==> src/rtl/camera_stream_mux.sv <==
// camera_stream_mux: frame-boundary switching of NUM_INPUTS camera feeds onto pipeline and screen outputs.
// Define CAMERA_STREAM_MUX_FRAME_COUNT_EN to compile in per-output 16-bit frame counters.
module camera_stream_mux #(
    parameter int NUM_INPUTS = 4,
    parameter int DATA_WIDTH = 8,
    parameter int TIMEOUT_CYCLES = 2000000,
    parameter logic [7:0] CUSTOM_INSTRUCTION_ID = 8'd0
) (
    input  logic                             pixelClock,
    input  logic                             reset,
    input  logic [NUM_INPUTS-1:0]            href,
    input  logic [NUM_INPUTS-1:0]            vsync,
    input  logic [NUM_INPUTS*DATA_WIDTH-1:0] camData,
    output logic                             hrefPipeline,
    output logic                             vsyncPipeline,
    output logic [DATA_WIDTH-1:0]            camDataPipeline,
    output logic                             hrefScreen,
    output logic                             vsyncScreen,
    output logic [DATA_WIDTH-1:0]            camDataScreen,
    input  logic                             ciStart,
    input  logic                             ciCke,
    input  logic [7:0]                       ciN,
    input  logic [31:0]                      ciValueA,
    input  logic [31:0]                      ciValueB,
    output logic [31:0]                      ciResult,
    output logic                             ciDone
);
    typedef enum logic {IDLE, PENDING} muxState;
    localparam logic [23:0] TIMEOUT_LAST = 24'(TIMEOUT_CYCLES - 1);

    logic isMyCi, requestBad, errorBit, unusedCiBits;
    logic [2:0] command, requestSel;
    logic [7:0] hrefPad, vsyncPad;
    logic [8*DATA_WIDTH-1:0] dataPad;
    muxState state [2];
    logic [2:0] committedSel [2];
    logic [2:0] pendingSel [2];
    logic [2:0] baseSel [2];
    logic [23:0] timeoutCount [2];
    logic [1:0] vsyncPrev, justCommitted, commit, request, hrefOut, vsyncOut;
    logic [DATA_WIDTH-1:0] dataOut [2];
    logic [31:0] status, pipelineCount, screenCount;

    assign isMyCi = ciStart & ciCke & (ciN == CUSTOM_INSTRUCTION_ID);
    assign ciDone = isMyCi;
    assign command = ciValueA[2:0];
    assign requestSel = ciValueB[2:0];
    assign requestBad = {29'd0, requestSel} >= 32'(NUM_INPUTS);
    assign unusedCiBits = ^{ciValueA[31:3], ciValueB[31:3]};
    // Pad feeds to 8 so a 3-bit select always indexes in range.
    assign hrefPad = 8'(href);
    assign vsyncPad = 8'(vsync);
    assign dataPad = (8*DATA_WIDTH)'(camData);

    // Index 0 is the pipeline output (command 1), index 1 the screen output (command 0).
    always_comb begin
        for (int o = 0; o < 2; o++) begin
            request[o] = isMyCi && !requestBad && command == (o == 0 ? 3'd1 : 3'd0);
            commit[o] = state[o] == PENDING && ((vsyncPad[committedSel[o]] && !vsyncPrev[o] && !justCommitted[o]) || timeoutCount[o] == TIMEOUT_LAST);
            baseSel[o] = commit[o] ? pendingSel[o] : committedSel[o];
        end
    end

    always_ff @(posedge pixelClock or negedge reset) begin
        if (!reset) begin
            errorBit <= 1'b0;
            vsyncPrev <= '0;
            justCommitted <= '0;
            hrefOut <= '0;
            vsyncOut <= '0;
            for (int o = 0; o < 2; o++) begin
                state[o] <= IDLE;
                committedSel[o] <= '0;
                pendingSel[o] <= '0;
                timeoutCount[o] <= '0;
                dataOut[o] <= '0;
            end
        end else begin
            if (isMyCi && requestBad && command <= 3'd1)
                errorBit <= 1'b1;
            else if (isMyCi && command == 3'd2)
                errorBit <= 1'b0;
            for (int o = 0; o < 2; o++) begin
                vsyncPrev[o] <= vsyncPad[committedSel[o]];
                justCommitted[o] <= commit[o];
                hrefOut[o] <= hrefPad[committedSel[o]];
                vsyncOut[o] <= vsyncPad[committedSel[o]];
                dataOut[o] <= dataPad[int'(committedSel[o])*DATA_WIDTH +: DATA_WIDTH];
                if (commit[o])
                    committedSel[o] <= pendingSel[o];
                if (request[o] && requestSel != baseSel[o]) begin
                    state[o] <= PENDING;
                    pendingSel[o] <= requestSel;
                    timeoutCount[o] <= '0;
                end else if (request[o] || commit[o]) begin
                    state[o] <= IDLE;
                    timeoutCount[o] <= '0;
                end else if (state[o] == PENDING) begin
                    timeoutCount[o] <= timeoutCount[o] + 24'd1;
                end
            end
        end
    end

`ifdef CAMERA_STREAM_MUX_FRAME_COUNT_EN
    logic [1:0] vsyncOutPrev;
    logic [15:0] frameCount [2];

    always_ff @(posedge pixelClock or negedge reset) begin
        if (!reset) begin
            vsyncOutPrev <= '0;
            frameCount[0] <= '0;
            frameCount[1] <= '0;
        end else begin
            vsyncOutPrev <= vsyncOut;
            for (int o = 0; o < 2; o++) begin
                if (isMyCi && command == 3'd5)
                    frameCount[o] <= '0;
                else if (vsyncOut[o] && !vsyncOutPrev[o])
                    frameCount[o] <= frameCount[o] + 16'd1;
            end
        end
    end

    assign pipelineCount = {16'd0, frameCount[0]};
    assign screenCount = {16'd0, frameCount[1]};
`else
    assign pipelineCount = '0;
    assign screenCount = '0;
`endif

    assign status = {23'd0, errorBit, state[1] == PENDING, state[0] == PENDING, committedSel[1], committedSel[0]};
    assign ciResult = !isMyCi ? 32'd0 :
                      command == 3'd2 ? status :
                      command == 3'd3 ? pipelineCount :
                      command == 3'd4 ? screenCount : 32'd0;

    assign hrefPipeline = hrefOut[0];
    assign vsyncPipeline = vsyncOut[0];
    assign camDataPipeline = dataOut[0];
    assign hrefScreen = hrefOut[1];
    assign vsyncScreen = vsyncOut[1];
    assign camDataScreen = dataOut[1];
endmodule
==> config.mk <==
export PLATFORM = sky130hd
export DESIGN_NAME = camera_stream_mux
export DESIGN_NICKNAME = d
export VERILOG_FILES = /design/src/rtl/camera_stream_mux.sv
export SDC_FILE = /design/constraint.sdc
export NUM_CORES = 1
export LEC_CHECK = 0
export ABC_AREA = 1
export CORE_MARGIN = 2
export CORE_UTILIZATION = 40
export CTS_BUF_LIST = sky130_fd_sc_hd__clkbuf_4 sky130_fd_sc_hd__clkbuf_8 sky130_fd_sc_hd__clkbuf_16
export DETAILED_ROUTE_END_ITERATION = 6
export MAX_ROUTING_LAYER = met4
export PLACE_DENSITY = 0.75
export SYNTH_ARGS = -nofsm -noshare
export SYNTH_HDL_FRONTEND = slang
export SYNTH_SLANG_ARGS = --single-unit
==> constraint.sdc <==
create_clock -name pixelClock -period 2 [get_ports pixelClock]
set_input_delay 0.4 -clock pixelClock [delete_from_list [all_inputs] [get_ports pixelClock]]
set_output_delay 0.4 -clock pixelClock [all_outputs]
set_load 0.02 [all_outputs]
; ---- Yosys cells after proc, flatten, opt, wreduce, memory -nomap -nowiden
; Cells that the tools add are included.
; W data, S select, Z words.
[totals]
regBits = 85
word_cells = 84
[classes]
addsub = 2
order_cmp = 4
n_eq_ne = 6
shifts = 2
n_mux = 24
bitwise_logic = 2
reduce_logical = 30
[op_table]
columns = cell, n
row1 = $mux W24, 6
row2 = $shiftx A64 B7 Y8, 2
row3 = $add A24 B1 Y24 const B, 2
row4 = $eq A24 B21 Y1 const B, 2
row5 = $mux W9, 2
row6 = $logic_and A1 B1 Y1, 14
row7 = $bmux W1 S3, 4
row8 = $mux W1, 10
row9 = $logic_not A8 Y1, 1
row10 = $lt A3 B4 Y1 const B, 2
row11 = $mux W3, 2
row12 = $ne A3 B3 Y1, 2
row13 = $reduce_bool A2 Y1, 3
row14 = $reduce_bool A3 Y1, 2
row15 = $logic_not A1 Y1, 5
row16 = $logic_or A1 B1 Y1, 4
row17 = $eq A3 B1 Y1 const B, 1
row18 = $eq A3 B2 Y1 const B, 1
row19 = $ge A3 B3 Y1 const B, 1
row20 = $le A3 B1 Y1 const B, 1
row21 = $logic_not A3 Y1, 1
row22 = $and A1 B1 Y1, 2

; ---- Logic depth before layout (Yosys ltp)
[depth]
ltp_word = 10
ltp_mapped = 16

; ---- Worst setup path after synthesis
; OpenSTA, ideal clock, no wires.
[synth_timing]
kind = input to output
startpoint = in ciN[7]
endpoint = out ciResult[0]
t_arrival_ns = 1.584
required_ns = 1.600
slack_ns = 0.016
cell_stages = 7
path_buffers = 0
path_cell_list = nor2_1 -> nand2_1 -> nor2_1 -> nand3_2 -> nor4_1 -> clkinv_1 -> nor2_1
[synth_via]
elab_chain_cells = 3
[synth_lines]
columns = element, line_no
row1 = from (decl), 22  ; input logic [7:0] ciN,
row2 = $logic_not A8 Y1, 44  ; assign isMyCi = ciStart & ciCke & (ciN == CUSTOM_INSTRUCTION_ID);
row3 = $and A1 B1 Y1, 44
row4 = $mux W9, 133  ; assign ciResult = !isMyCi ? 32'd0 :
row5 = to (decl), 25  ; output logic [31:0] ciResult,
; Every way passes these cells.

; ---- Worst setup path in the final report
[layout_timing]
startpoint = in ciN[4]
endpoint = out ciResult[5]
; Same word-level chain as after synthesis.

==> metrics.md <==
| Metric | Value |
|---|---|
| Async SR Flop Fraction | 1.00 |
| Critical path class | in2out |
| Post-synthesis adder-cell area fraction | 0.00486 |
| Yosys cell types | 38 |
| Setup-failing EPs final | 7 |
| Die Footprint | 13,800 um^2 |
| Most area-consuming cells after synthesis | dfrtp_1, nand2_1, inv_1, nand3_1, o21ai_0 |
| Clock latency on the worst-skew pair | roughly 0.35 ns |
| Post-synthesis mux area share | 0 |
| Synth Area in Compound Gates | 0.170 |
| Sequential share of the synthesized area | 0.413 |
| Final Max Slew Viols | 0 |
| MaxCap Viol Count | 0 |
| Place WS | -1.04 ns |
| Worst path bufs/invs | 4 |
| DRT Pass-1 Iters | 5 |
| GP Congestion | between 0.8 and 0.9 |
| Worst setup margin | -0.0350 ns |
| DRC errors left | 0 |
| Worst-path fanout max | 6 |
| Reg-to-Reg Start | timeoutCount[1]$_DFFE_PN0P_ |
| Design Area, Final | around 7400 um^2 |
| Post-detail-place hpwl | around 9400 um |
| Placed Cells | between 900 and 1,000 |
| Worst EP arrival | ~1.6 ns |
| Main synth FF type | dfrtp_1 |
| Pin count of the biggest net entering global routing | 37 |
| Hold slack final | around 0.49 ns |
| GRT Overall Usage | 0.199 |
| Vias per inst | approximately 5.0 |
| # fillers | between 1,000 and 1,500 |
| Via count | a little over 5,000 |
| Reg2reg path depth | 13 |
| TritonCTS clock tree | yes |
| Cell count after synthesis | between 600 and 700 |
| Iter 0 DRT Violations | 520 |
| Synth Area in Simple Gates | 0.261 |
| Pleak | ~0.0033 uW |
| CP max stage delay | roughly 0.19 ns |
| # rows | 41 |
| Placed cell area | around 6600 um^2 |
| Worst Path Required | approximately 1.6 ns |
| Minimum clock period | around 2.0 ns |
| Die H | approximately 120 um |
| Violated checks | setup timing |
| Buffers on Ports | 87 |
| CTS clock-pin slew for the worst setup and hold paths | around 0.070 ns |
| Most frequent cells in the layout | nand2_1, inv_1, dfrtp_1 |
| Syn. warnings | 0 |
| Area of the multi-input gates | between 2000 and 3000 um^2 |
| Post-synth EDFFs | 0 |
| Initial antenna violation count | 0 |
| Max Buffers Root-to-Sink | 2 |
| Syn avg cell area | between 7 and 8 um^2 |
| Worst path slowest cell | nor4_4 |
| Peak Freq | approximately 500 MHz |
| Maximum vdd drop | between 0.3 and 0.4 mV |
| Antenna Violating Nets Remaining | 0 |
| Core area | roughly 13,000 um^2 |
| Sequential standard cell area | ~2100 um^2 |
| Root buffer cell | clkbuf_16 |
| Worst setup EP type | primary output |
| Final Cycle Share | 1.02 |
| Most common cell after layout, fill and taps aside | nand2_1 |
| Yosys top cell area share | 0.413 |
| Total power | between 5000 and 6000 uW |
| Routed WL | around 14,000 um |
| CTS H-tree depth | 3 |
| Critical Path, Cell by Cell | buf_6, nor2_2, nand2_1, nor2_2, nand3_2, nor4_4, clkinv_2, buf_12, nor2_4, buf_6 |
| Reg2Reg Capture Point | timeoutCount[20]$_DFFE_PN0P_ |
| Final Skew | around 0.0092 ns |
| Fraction of layout cells with a size suffix above 1 | 0.229 |
| Synth Area in XOR/XNOR | 0.0221 |
| Clk sinks | 85 |
| Cell taking the most area after synthesis | dfrtp_1 |
| ANT cells | 0 |
| Synth Cell Area | 5150 um^2 |
| Fin cells | between 1,000 and 1,500 |
| RSZ-0062 raised after global routing | yes |
| Crit-path leading delay family | simple AND/OR/NAND/NOR gates |
| IO Pins | around 170 |
| Area Growth Syn to Fin | 42.8% |
| Initial core utilization | 0.408 |
| Die W | 117 um |
| Final hold violation count | 0 |
| Remaining Overflow, GRT | 0 |
| Status | finished with violations |
| Largest family of logic cells by synthesized area | simple AND/OR/NAND/NOR gates |
| Worst Hold Class | in2async |
| First-pass GRT wire length | approximately 22,000 um |
| Reg2reg setup slack | ~0.05 ns |
| CP Launch Type | input pin |
| Vias in the first global route | 4,827 |
| Synth Register Bits | between 80 and 90 |
| CTS Buf Count | 9 |
| Cell area power density | 720 nW/um^2 |
| Final #Nets | around 960 |
| Wire length per cell | roughly 13 um |
## cells in the mapped netlist, types with 2 or more instances
| library cell | count |
|---|---|
| inv_1 | 98 |
| nor2_1 | 53 |
| a21oi_1 | 52 |
| buf_1 | 4 |
| nand3_2 | 4 |
| nand2_1 | 121 |
| nor3_4 | 2 |
| ha_1 | 2 |
| o21ai_0 | 59 |
| nand2_4 | 4 |
| clkbuf_1 | 10 |
| nor2_4 | 4 |
| nor2_2 | 3 |
| o211ai_1 | 18 |
| nor3_2 | 2 |
| nand3_1 | 62 |
| buf_2 | 3 |
| nand2_2 | 7 |
| o31ai_1 | 4 |
| nor3_1 | 11 |
| a31oi_1 | 2 |
| o22ai_1 | 16 |
| inv_2 | 9 |
| o21ai_1 | 5 |
| nand4_1 | 6 |
| buf_4 | 24 |
| xor2_1 | 12 |
| dfrtp_1 | 85 |
## layout make-up
cell class                      instances  share of cell area
Timing Repair Buffer                  160               0.208
Clock buffer                           11              0.0344
Inverter                              109              0.0561
Multi-Input combinational cell        479               0.370
Tap cell                              172              0.0293
Sequential cell                        85               0.289
Clock inverter                          4              0.0129
## per-stage QoR
stage | util | setup TNS [ns]
after floorplan | - | 0
after global placement | 0.523 | -21.75
after detailed placement | 0.523 | -23.85
after CTS | 0.559 | -1.25
after global routing | 0.583 | -1.16
final | 0.583 | -0.190
## how the worst max path moves through the flow
stage,startpoint,endpoint,slack (ns),cells after the start
detailed placement,ciN[5],ciResult[5],-1.04,10
global placement,ciN[7],ciResult[7],-0.94,9
finish,ciN[4],ciResult[5],-0.04,10
floorplan,ciN[7],ciResult[0],0.02,7
CTS,ciN[0],ciResult[2],-0.15,10
global route,ciN[4],ciResult[1],-0.1,10
## cells by family (layout without fill, tap and decap cells)
group | after synthesis | after routing
AND/OR/NAND/NOR | 283 | 283
AO/OA/AOI/OAI | 158 | 158
buffers and inverters | 150 | 284
flip-flops | 85 | 85
XOR/XNOR | 13 | 13
adder cells (fa/ha/maj) | 2 | 2
other | 1 | 23
## power breakdown
part           switching (uW)  internal (uW)
clock                     679           1280
combinational             750            576
sequential                119           1890
## flip-flops by register name (all words and copies together), names as in the netlist
register and cells:
camDataPipeline 8, pendingSel 6, justCommitted 2, errorBit 1
vsyncPrev 2, camDataScreen 8, state 2, committedSel 6
timeoutCount 48, hrefOut 2
## routing by layer
layer  wire [um]  track usage  up-vias
met1        6300        0.262     2456
met5           0            -        -
met4         213       0.0693        0
met2        6650        0.317      124
li1            -            -     2536
met3         496       0.0281       19
## what timing repair did
action,in CTS,in global routing
hold endpoints to repair,21,0
endpoints found under the setup margin,16,33
hold buffers,1,0
setup buffers,3,9
pin swaps,12,26
resized for setup,102,72
(Power assumes the default switching activity.)
